--- src/rtl/ex_mem_reg.sv ---
// EX/MEM pipeline register: carries the GPR and HI/LO write requests into MEM, and holds the
// MADD/MSUB partial product and step count that EX reads back while it is stalled.
module ex_mem_reg #(
  parameter int unsigned DATA_W  = 32,
  parameter int unsigned RADDR_W = 5,
  parameter int unsigned STALL_W = 6,
  parameter int unsigned EX_IDX  = 2,
  parameter int unsigned MEM_IDX = 3
) (
  input  logic                  clk,
  input  logic                  rst,
  input  logic [STALL_W-1:0]    stall,
  input  logic                  flush,
  input  logic [RADDR_W-1:0]    ex_rw,
  input  logic                  ex_wreg,
  input  logic [DATA_W-1:0]     ex_wdata,
  input  logic                  ex_whilo,
  input  logic [DATA_W-1:0]     ex_hi,
  input  logic [DATA_W-1:0]     ex_lo,
  input  logic [2*DATA_W-1:0]   ex_hilo_temp,
  input  logic [1:0]            ex_cnt,
  output logic [RADDR_W-1:0]    mem_rw,
  output logic                  mem_wreg,
  output logic [DATA_W-1:0]     mem_wdata,
  output logic                  mem_whilo,
  output logic [DATA_W-1:0]     mem_hi,
  output logic [DATA_W-1:0]     mem_lo,
  output logic [2*DATA_W-1:0]   hilo_temp_o,
  output logic [1:0]            cnt_o
);

  logic ex_stall;
  logic mem_stall;
  logic unused_stall;

  assign ex_stall     = stall[EX_IDX];
  assign mem_stall    = stall[MEM_IDX];
  // Only the EX and MEM bits matter at this boundary.
  assign unused_stall = ^stall;

  always_ff @(posedge clk) begin
    if (rst || flush) begin
      mem_rw      <= '0;
      mem_wreg    <= 1'b0;
      mem_wdata   <= '0;
      mem_whilo   <= 1'b0;
      mem_hi      <= '0;
      mem_lo      <= '0;
      hilo_temp_o <= '0;
      cnt_o       <= '0;
    end else if (ex_stall && mem_stall) begin
      mem_rw      <= mem_rw;
      mem_wreg    <= mem_wreg;
      mem_wdata   <= mem_wdata;
      mem_whilo   <= mem_whilo;
      mem_hi      <= mem_hi;
      mem_lo      <= mem_lo;
      hilo_temp_o <= hilo_temp_o;
      cnt_o       <= cnt_o;
    end else if (ex_stall) begin
      // Bubble into MEM while EX keeps its multi-cycle step result for the next cycle.
      mem_rw      <= '0;
      mem_wreg    <= 1'b0;
      mem_wdata   <= '0;
      mem_whilo   <= 1'b0;
      mem_hi      <= '0;
      mem_lo      <= '0;
      hilo_temp_o <= ex_hilo_temp;
      cnt_o       <= ex_cnt;
    end else begin
      mem_rw      <= ex_rw;
      mem_wreg    <= ex_wreg;
      mem_wdata   <= ex_wdata;
      mem_whilo   <= ex_whilo;
      mem_hi      <= ex_hi;
      mem_lo      <= ex_lo;
      hilo_temp_o <= '0;
      cnt_o       <= '0;
    end
  end

  // ctrl always stalls every earlier stage along with MEM.
  illegal_stall_a: assert property (@(posedge clk) disable iff (rst)
    !(stall[MEM_IDX] && !stall[EX_IDX]));

endmodule

--- config.mk ---
export PLATFORM = sky130hd
export DESIGN_NAME = ex_mem_reg
export DESIGN_NICKNAME = d
export VERILOG_FILES = /design/src/rtl/ex_mem_reg.sv
export SDC_FILE = /design/constraint.sdc
export NUM_CORES = 1
export LEC_CHECK = 0
export ABC_AREA = 1
export CORE_MARGIN = 10
export CORE_UTILIZATION = 43
export DETAILED_ROUTE_END_ITERATION = 10
export HOLD_SLACK_MARGIN = 0.05
export PLACE_DENSITY = 0.84
export SYNTH_ARGS = -nofsm -noshare
export SYNTH_HDL_FRONTEND = slang
export SYNTH_SLANG_ARGS = --single-unit
--- constraint.sdc ---
create_clock -name clk -period 2.45 [get_ports clk]
set_input_delay 0.49 -clock clk [delete_from_list [all_inputs] [get_ports clk]]
set_output_delay 0.49 -clock clk [all_outputs]
set_load 0.1 [all_outputs]
==> summary.txt <==
Setup path
  – CP Buf/Inv Count: 1
  – Slowest cell on the critical path: dfxtp_1
  – Worst Path Arrival: 1120 ps
  – Largest stage delay, worst path: 390 ps
  – Critical Path, Cell by Cell: buf_4
  – Worst Path Max Fanout: 2
  – Crit path max-delay family: flip-flops
  – CP endpoint kind: primary output
  – Crit start category: flop
  – Crit Path Class: flop to primary output
  – CP required: 1960 ps

Clocking
  – Skew-Pair Late Insertion Delay: 410 ps
  – H-tree levels: 4
  – Postcts setup bufs: 0
  – CTS buffer count: 17
  – Sink Count: 169
  – CTS root buf: clkbuf_16
  – TritonCTS clock tree: built
  – Post-CTS sizing: 0
  – Worst-path clk slew: 60 ps
  – # hold bufs at CTS: 0
  – Max clock buf depth: 2

Hold path
  – Hold WC Path Type: input port to flop

STA
  – Max-Slew Margin vs Limit: 0.645
  – RSZ-0062 raised after global routing: false
  – FMAX: 622 MHz
  – Min Hold Slack: 463 ps
  – Slew @ Worst Pin: 532 ps
  – Final worst path period need: 1610 ps
  – Worst setup margin: 841 ps
  – Max Slew Vio Count: 0
  – # setup viols final: 0
  – Setup TNS Final: 0 ps
  – Worst Clk Skew: 0 ps
  – Fin. Hold Viols: 0
  – Final worst-path cycle share: 0.657

Synthesis
  – Synth Register Bits: 169
  – Ys Warns: 0
  – Synth Cell Area: 0.00669 mm²
  – Syn avg cell area: 8.79 µm²
  – Distinct cells, synth: 12
  – Cells after Synth: 761
  – Total nets after synthesis: 939
  – Seq/Total Area, Yosys: 0.506

Route
  – Routed vias: 6561
  – Residual DRC: 0
  – Avg WL per Cell: 18.7 µm
  – Aggregate routed wire length: 23500 µm
  – DRT antenna net count: 0
  – Avg Vias per Cell: 5.22
  – Initial DRC Count: 390
  – DRT Pass-1 Iters: 5

Floorplanning
  – Die H: 145 µm
  – Rows: 45
  – CORE AREA: 0.0152 mm²
  – Io pins: 347
  – Initial core utilization: 0.440
  – Die area: 0.0209 mm²
  – Die width: 145 µm

Placed design
  – Placer Congestion: 0.803
  – Hpwl dp: 16900 µm
  – Pre-CTS WS: 484 ps
  – Port buffer count: 342

Global routing
  – Largest net degree at the start of global routing: 131
  – Grt total ovfl: 0
  – Initial antenna violation count: 1
  – Vias in the first global route: 6269
  – Gr usage total: 0.212
  – Global-route wire length before repair: 34700 µm

Finish
  – P&R area growth vs syn: 54.0%
  – Layout cells sized above 1: 0.302
  – Commonest non-fill, non-tap cell in the layout: nand3_1
  – Fill cells: 1252
  – Finished Core Util: 0.677
  – NumNets Final: 1233
  – Commonest cells after routing, fill and taps aside: nand3_1, buf_4, clkdlybuf4s50_1

Flow run
  – Max-Cap Viols: 0

Power and ir drop
  – Power after layout: 7.03 mW
  – Power per cell area: 683 mW/mm²
  – Leakage power: 3.91 nW
  – Worst IR Drop VDD: 0.415 mV

Run status
  – Status: complete, no violations
through the flow:
| step | cells | cell area [µm²] |
|---|---|---|
| 2_1_floorplan | 761 | 6690 |
| 3_3_place_gp | 1224 | 9660 |
| 3_5_place_dp | 1224 | 9660 |
| 4_1_cts | 1255 | 10300 |
| 5_1_grt | 1256 | 10300 |
| 6_report | 1256 | 10300 |
layout make-up:
cell class / count / area [µm²] / area share
sequential: 169 / 3380 / 0.329
tap: 188 / 235 / 0.0228
antenna: 1 / 2.50 / 0.000243
clock inverter: 9 / 163 / 0.0158
clock buffer: 22 / 474 / 0.0461
inverter: 2 / 7.51 / 0.000729
multi-input combinational: 508 / 2810 / 0.273
timing repair buffer: 357 / 3220 / 0.313
cells by family after synthesis:
group	count (synthesis)	share of synthesized area
AND/OR/NAND/NOR	339	0.235
AO/OA/AOI/OAI	169	0.185
flip-flops	169	0.506
buffers and inverters	84	0.0746
report_power, final:
part | switching, mW | internal [mW] | total, mW
sequential | 0.0348 | 2.82 | 2.85
clock | 1.09 | 1.80 | 2.88
combinational | 0.865 | 0.430 | 1.30
sequential cells by signal, summed over array words and instances (netlist names):
| signal | flops |
|---|---|
| cnt_o | 2 |
| hilo_temp_o | 64 |
| mem_hi | 32 |
| mem_lo | 32 |
| mem_rw | 5 |
| mem_wdata | 32 |
| mem_whilo | 1 |
| mem_wreg | 1 |
synth_stat cells (all sizes together):
| library cell | count | area, µm² |
|---|---|---|
| or2 | 1 | 6.26 |
| nand2 | 103 | 387 |
| inv | 2 | 7.50 |
| dfxtp | 169 | 3380 |
| nand3 | 235 | 1180 |
| buf | 61 | 413 |
| a21oi | 169 | 1240 |
| clkbuf | 21 | 78.8 |
worst paths after layout:
kind                                                  from                           end  slack (ps)  cells past startpoint
worst max-delay path             mem_wdata[2]$_SDFFE_PP0N_                  mem_wdata[2]         840                      1
worst min-delay path                              stall[3]  hilo_temp_o[32]$_SDFFE_PP0N_         460                      3
worst max register to register   mem_wdata[2]$_SDFFE_PP0N_     mem_wdata[2]$_SDFFE_PP0N_        1770                      2
worst min register to register  mem_wdata[24]$_SDFFE_PP0N_    mem_wdata[24]$_SDFFE_PP0N_         460                      2
layer usage:
layer | up-vias | track usage | routed length [µm] | share of wire
met4 | 0 | 0.0761 | 434 | 0.018
met3 | 23 | 0.101 | 2780 | 0.12
met2 | 266 | 0.346 | 11600 | 0.49
met5 | - | 0 | 0 | 0
li1 | 3222 | - | - | -
met1 | 3050 | 0.236 | 8700 | 0.37
(Power assumes the default switching activity.)
